<file path="src/rtl/ram_seq_pkg.sv">
// ============================================================================
// Module      : ram_seq_pkg
// Description : Shared types, constants and helpers for the RAM sequencer.
// Revision    : 1.0 - initial release
// ============================================================================
`default_nettype none

package ram_seq_pkg;

    typedef enum logic [0:0] {
        ST_CLEAR = 1'b0,
        ST_RUN   = 1'b1
    } state_t;

    localparam int FIFO_DEPTH = 3;
    localparam int FIFO_CW    = $clog2(FIFO_DEPTH + 1);
    localparam int FIFO_PW    = $clog2(FIFO_DEPTH);

    // Number of bits needed to hold the value 'depth' (0 for 0).
    function automatic int clogb2(input int depth);
        int d;
        int r;
        d = depth;
        r = 0;
        for (int i = 0; i < 32; i++) begin
            if (d > 0) begin
                r = r + 1;
                d = d >> 1;
            end
        end
        return r;
    endfunction

endpackage

`default_nettype wire

</file>
<file path="src/rtl/ram_seq_rsp_fifo.sv">
// ============================================================================
// Module      : ram_seq_rsp_fifo
// Description : Small synchronous response FIFO with valid/ready output.
// Revision    : 1.0 - initial release
// ============================================================================
`default_nettype none

module ram_seq_rsp_fifo
    import ram_seq_pkg::*;
#(
    parameter int WIDTH = 33
) (
    input  logic               clk,
    input  logic               rst,
    input  logic               push,
    input  logic [WIDTH-1:0]   push_data,
    output logic               out_valid,
    input  logic               out_ready,
    output logic [WIDTH-1:0]   out_data,
    output logic [FIFO_CW-1:0] count
);

    logic [WIDTH-1:0]   r_mem [FIFO_DEPTH];
    logic [FIFO_PW-1:0] r_rd_ptr;
    logic [FIFO_PW-1:0] r_wr_ptr;
    logic [FIFO_CW-1:0] r_count;
    logic               w_pop;
    logic               w_push;

    function automatic logic [FIFO_PW-1:0] next_ptr(input logic [FIFO_PW-1:0] p);
        return (p == FIFO_PW'(FIFO_DEPTH - 1)) ? '0 : p + 1'b1;
    endfunction

    assign w_pop  = (r_count != '0) && out_ready;
    // A push into a full FIFO is legal when the head leaves in the same cycle.
    assign w_push = push && ((r_count != FIFO_CW'(FIFO_DEPTH)) || w_pop);

    always_ff @(posedge clk) begin
        if (w_push) begin
            r_mem[r_wr_ptr] <= push_data;
        end
    end

    always_ff @(posedge clk) begin
        if (rst) begin
            r_rd_ptr <= '0;
            r_wr_ptr <= '0;
            r_count  <= '0;
        end else begin
            if (w_push) begin
                r_wr_ptr <= next_ptr(r_wr_ptr);
            end
            if (w_pop) begin
                r_rd_ptr <= next_ptr(r_rd_ptr);
            end
            case ({w_push, w_pop})
                2'b10:   r_count <= r_count + 1'b1;
                2'b01:   r_count <= r_count - 1'b1;
                default: r_count <= r_count;
            endcase
        end
    end

    assign out_valid = (r_count != '0);
    assign out_data  = r_mem[r_rd_ptr];
    assign count     = r_count;

endmodule

`default_nettype wire

</file>
<file path="src/rtl/single_port_ram_sequencer.sv">
// ============================================================================
// Module      : single_port_ram_sequencer
// Description : Command/response front end for a single-port write-first RAM
//               with optional zero-fill sweep.
// Revision    : 1.0 - initial release
// ============================================================================
`default_nettype none

module single_port_ram_sequencer
    import ram_seq_pkg::*;
#(
    parameter int  RAM_WIDTH      = 32,
    parameter int  RAM_DEPTH      = 1024,
    parameter bit  CLEAR_ON_RESET = 1'b1,
    parameter bit  WRITE_RSP      = 1'b1,
    localparam int AW             = clogb2(RAM_DEPTH - 1)
) (
    input  logic                 clka,
    input  logic                 rsta,
    input  logic                 cmd_valid,
    output logic                 cmd_ready,
    input  logic                 cmd_we,
    input  logic [AW-1:0]        cmd_addr,
    input  logic [RAM_WIDTH-1:0] cmd_wdata,
    output logic                 rsp_valid,
    input  logic                 rsp_ready,
    output logic [RAM_WIDTH-1:0] rsp_data,
    output logic                 rsp_we,
    input  logic                 clr_start,
    output logic                 busy,
    output logic [AW-1:0]        ram_addr,
    output logic [RAM_WIDTH-1:0] ram_din,
    output logic                 ram_ena_n,
    output logic                 ram_wea_n,
    input  logic [RAM_WIDTH-1:0] ram_dout
);

    state_t               r_state;
    logic [AW-1:0]        r_clr_addr;
    logic                 r_inflight;
    logic                 r_tag;
    logic                 w_accept;
    logic                 w_credit;
    logic                 w_responds;
    logic                 w_clr_go;
    logic                 w_fifo_valid;
    logic [RAM_WIDTH:0]   w_fifo_out;
    logic [FIFO_CW-1:0]   w_fifo_count;

    // Credit counts both queued and in-flight responses so the FIFO never overflows.
    assign w_credit   = (int'(w_fifo_count) + int'(r_inflight)) < FIFO_DEPTH;
    assign cmd_ready  = !rsta && (r_state == ST_RUN) && w_credit;
    assign w_accept   = cmd_valid && cmd_ready;
    assign w_responds = w_accept && (!cmd_we || WRITE_RSP);
    assign w_clr_go   = (r_state == ST_RUN) && clr_start && (w_fifo_count == '0)
                        && !r_inflight && !w_accept;

    always_ff @(posedge clka) begin
        if (rsta) begin
            r_state    <= CLEAR_ON_RESET ? ST_CLEAR : ST_RUN;
            r_clr_addr <= '0;
            r_inflight <= 1'b0;
            r_tag      <= 1'b0;
        end else begin
            case (r_state)
                ST_CLEAR: begin
                    r_inflight <= 1'b0;
                    if (r_clr_addr == AW'(RAM_DEPTH - 1)) begin
                        r_state    <= ST_RUN;
                        r_clr_addr <= '0;
                    end else begin
                        r_clr_addr <= r_clr_addr + 1'b1;
                    end
                end
                default: begin
                    r_inflight <= w_responds;
                    r_tag      <= cmd_we;
                    if (w_clr_go) begin
                        r_state    <= ST_CLEAR;
                        r_clr_addr <= '0;
                    end
                end
            endcase
        end
    end

    // The RAM output register holds the read data (or the written data, being
    // write-first) one cycle after the access.
    ram_seq_rsp_fifo #(
        .WIDTH     (RAM_WIDTH + 1)
    ) u_rsp_fifo (
        .clk       (clka),
        .rst       (rsta),
        .push      (r_inflight),
        .push_data ({r_tag, ram_dout}),
        .out_valid (w_fifo_valid),
        .out_ready (rsp_ready),
        .out_data  (w_fifo_out),
        .count     (w_fifo_count)
    );

    assign rsp_valid = w_fifo_valid && !rsta;
    assign rsp_data  = w_fifo_out[RAM_WIDTH-1:0];
    assign rsp_we    = w_fifo_out[RAM_WIDTH];
    assign busy      = !rsta && (r_state == ST_CLEAR);

    always_comb begin
        ram_ena_n = 1'b1;
        ram_wea_n = 1'b1;
        ram_addr  = '0;
        ram_din   = '0;
        if (!rsta) begin
            if (r_state == ST_CLEAR) begin
                ram_ena_n = 1'b0;
                ram_wea_n = 1'b0;
                ram_addr  = r_clr_addr;
            end else begin
                ram_ena_n = !w_accept;
                ram_wea_n = !cmd_we;
                ram_addr  = cmd_addr;
                ram_din   = cmd_wdata;
            end
        end
    end

endmodule

`default_nettype wire
</file>
<file path="config.mk">
export PLATFORM = sky130hd
export DESIGN_NAME = single_port_ram_sequencer
export DESIGN_NICKNAME = d
export VERILOG_FILES = /design/src/rtl/ram_seq_pkg.sv /design/src/rtl/ram_seq_rsp_fifo.sv /design/src/rtl/single_port_ram_sequencer.sv
export SDC_FILE = /design/constraint.sdc
export NUM_CORES = 1
export LEC_CHECK = 0
export ABC_CLOCK_PERIOD_IN_PS = 6900
export BUFFER_PORTS_ARGS = -buffer_cell sky130_fd_sc_hd__buf_4
export CAP_MARGIN = 20
export CORE_MARGIN = 2
export CORE_UTILIZATION = 55
export CTS_BUF_LIST = sky130_fd_sc_hd__clkbuf_8 sky130_fd_sc_hd__clkbuf_16
export DETAILED_ROUTE_END_ITERATION = 7
export PLACE_DENSITY = 0.85
export SYNTH_ARGS = -nofsm -noshare
export SYNTH_HDL_FRONTEND = slang
export SYNTH_HIERARCHICAL = 1
export SYNTH_SLANG_ARGS = --single-unit
</file>
<file path="constraint.sdc">
create_clock -name clka -period 6.9 [get_ports clka]
set_input_delay 0.69 -clock clka [delete_from_list [all_inputs] [get_ports clka]]
set_output_delay 0.69 -clock clka [all_outputs]
set_load 0.01 [all_outputs]
</file>
==> metrics <==
share of cells above drive strength 1 0.372; vias 3617; hold buffers post-CTS 0; grt ovf 0; number of enable flip-flop cells after synthesis between 90 and 100; GRT Resource Usage Total 0.224; FF-to-FF End r_clr_addr[1]$_SDFFE_PP0P_; Area growth syn-to-layout 36.4%; R2R cell count 4; largest net degree at the start of global routing 67; Post-Syn Area per Cell 13.1 um^2; Worst Path Required ~6.2 ns; hold slack 0.383 ns; YS warnings 6; Final Cell Area ~0.0069 mm^2; FILL cells 574; drt drc 0; iteration-0 DRC count of the detailed router between 150 and 200; die area between 0.009 and 0.01 mm^2; clock skew roughly 0.007 ns; first-pass GRT wire length between 15000 and 20000 um; clock sink count 120; Die W 100 um; multi-input logic area between 0.0015 and 0.002 mm^2; CP Class reg2out; WL per Instance 16.7 um; Root Driver clkbuf_8; WP data arrival ~2.3 ns; Final min period slightly below 3 ns; number of library cell types mapped by synthesis 48; Syn Std Cell Area 0.00507 mm^2; Reg area 0.00340 mm^2; type of the worst min-delay path in2reg; Max Cap Viol 0; initial antenna violation count 0; synthesized flop and latch total 120; Leakage 2.61 nW; Max Clk Rate 338 MHz; Worst Setup Start Kind flop; Final nets 632; Seq/Total Area, Yosys 0.670; chip height between 90 and 100 um; R2R setup slack between 4 and 5 ns; status completed; top_reg_cell synth edfxtp_1; Rows 35; actual slew at the worst max-slew pin 1.09 ns; drt pass-1 iters 5; Worst-path clk slew 0.06 ns; final hold vios 0; final worst path period share 0.429; post-cts resize count 0; Slew Limit Fails 0; post-CTS setup buffers 0; Clock Latency Late Sink 0.50 ns; placed inst area 0.00634 mm^2; clock buffer depth 2; peak supply drop 157 uV; post-synthesis cell count between 300 and 400; Hold Crit Start ram_dout[21]; DRT antenna net count 0; I/O Buffers 159; CTS buffer count 17; final setup vio count 0; core area 0.00911 mm^2; vias in the first global route 3455; final setup TNS 0 ns; H-tree level count 4; Routed WL ~11000 um; reg2reg start r_state$_SDFF_PP0_; CTS tree done; power density over the cells 241 mW/mm^2; critical-path maximum fanout 33; Ant. Diodes 0; Critical Path End rsp_data[0]; RSZ-0062 raised after global routing no; Starting Density 0.556; Slew HR 0.276; total nets after synthesis 469; vias per cell 5.37; Top Ports 160; ys async rst share 0; placed wire-length estimate 7600 um; gpl congestion 0.894; endpoint class of the critical path primary output
==> area by class of cell <==
type	instances	share of cell area
clock buffers	17	0.0599
flip-flops and latches	120	0.491
multi-input cells	244	0.228
inverters	3	0.00163
clock inverters	15	0.0223
repair buffers	163	0.177
well taps	111	0.0201
==> cells in the mapped netlist, types with 2 or more instances <==
library cell / instances / area share
nor2_1: 19 / 0.014
or3b_1: 3 / 0.0052
inv_1: 2 / 0.0015
a22o_1: 2 / 0.0035
mux2i_1: 44 / 0.087
nand2_1: 42 / 0.031
buf_2: 5 / 0.0049
buf_6: 2 / 0.0044
o21ai_2: 2 / 0.0035
a21oi_1: 6 / 0.0059
a22oi_1: 2 / 0.0030
dfxtp_1: 21 / 0.083
nand2b_1: 2 / 0.0025
or2_2: 2 / 0.0025
and2_1: 35 / 0.043
buf_4: 3 / 0.0044
ha_1: 3 / 0.0074
nand3_1: 6 / 0.0059
nor3b_1: 2 / 0.0030
edfxtp_1: 99 / 0.59
nor3_1: 3 / 0.0030
and3_1: 2 / 0.0025
o21ai_0: 38 / 0.038
nor2b_1: 2 / 0.0025
clkbuf_1: 9 / 0.0067
nand4_1: 5 / 0.0062
or3_1: 4 / 0.0049
==> power breakdown <==
part           total, mW  switching [mW]  internal [mW]
combinational     0.0547          0.0198         0.0349
clock              0.825           0.311          0.514
sequential         0.787         0.00245          0.784
==> metal layers <==
layer,up-vias,global-route usage,routed length [um]
met5,-,0,0
met4,0,0.0769,94
met3,10,0.0592,697
met2,155,0.420,6130
met1,1706,0.245,4350
li1,1746,-,-
==> flip-flops by register name (all words and copies together), names as in the netlist, named ones only <==
name	flops
r_inflight	1
u_rsp_fifo/count	2
u_rsp_fifo/r_wr_ptr	2
u_rsp_fifo/r_rd_ptr	2
r_tag	1
r_state	1
u_rsp_fifo/r_mem	99
r_clr_addr	10
==> per-stage QoR <==
step                      setup WS (ns)  std cells  power [mW]   util
after floorplan                    3.16        386       0.812      -
after global placement             4.47        641       0.854  0.696
after detailed placement           4.39        641       0.856  0.696
after CTS                          3.90        673        1.68  0.759
after global routing               3.78        673        1.71  0.759
final                              3.94        673        1.67  0.759
==> how the worst min path moves through the flow <==
stage / endpoint / cells after the start
5_1_grt: u_rsp_fifo/r_mem[2][21]$_DFFE_PP_ / 1
3_5_place_dp: flop / 2
4_1_cts: u_rsp_fifo/r_mem[0][1]$_DFFE_PP_ / 1
2_1_floorplan: u_rsp_fifo/r_mem[0][32]$_DFFE_PP_ / 0
3_3_place_gp: flop / 2
6_report: u_rsp_fifo/r_mem[2][21]$_DFFE_PP_ / 1
==> worst max-delay path, cell delays in order (launching register included) <==
cell and delay, ns:
dfxtp_2 1.04, mux2i_1 0.23, o21ai_0 0.30, buf_4 0.18
==> cells by family (layout without fill, tap and decap cells) <==
logic type | count (synthesis) | count (layout) | share of synthesized area
AOI/OAI and AO/OA | 57 | 57 | 0.0652
xor gates and xnor gates | 2 | 2 | 0.00346
adders and majority gates | 3 | 3 | 0.00741
buffers and inverters | 22 | 198 | 0.0227
DFF | 120 | 120 | 0.670
muxes | 45 | 45 | 0.0891
and+or+nand+nor | 137 | 137 | 0.142
==> placed cells by master, fill, tap and decap left out, types with 3 or more instances in the layout <==
cell type   count
buf_4         163
edfxtp_1       99
mux2i_1        44
nand2_1        42
o21ai_0        38
and2_1         35
nor2_1         19
dfxtp_1        19
clkbuf_16      16
nand3_1         6
a21oi_1         6
nand4_1         5
or3_1           4
clkinv_4        4
inv_1           3
ha_1            3
clkinv_2        3
clkinvlp_4      3
or3b_1          3
No activity file was read; power rests on OpenSTA's default activity.
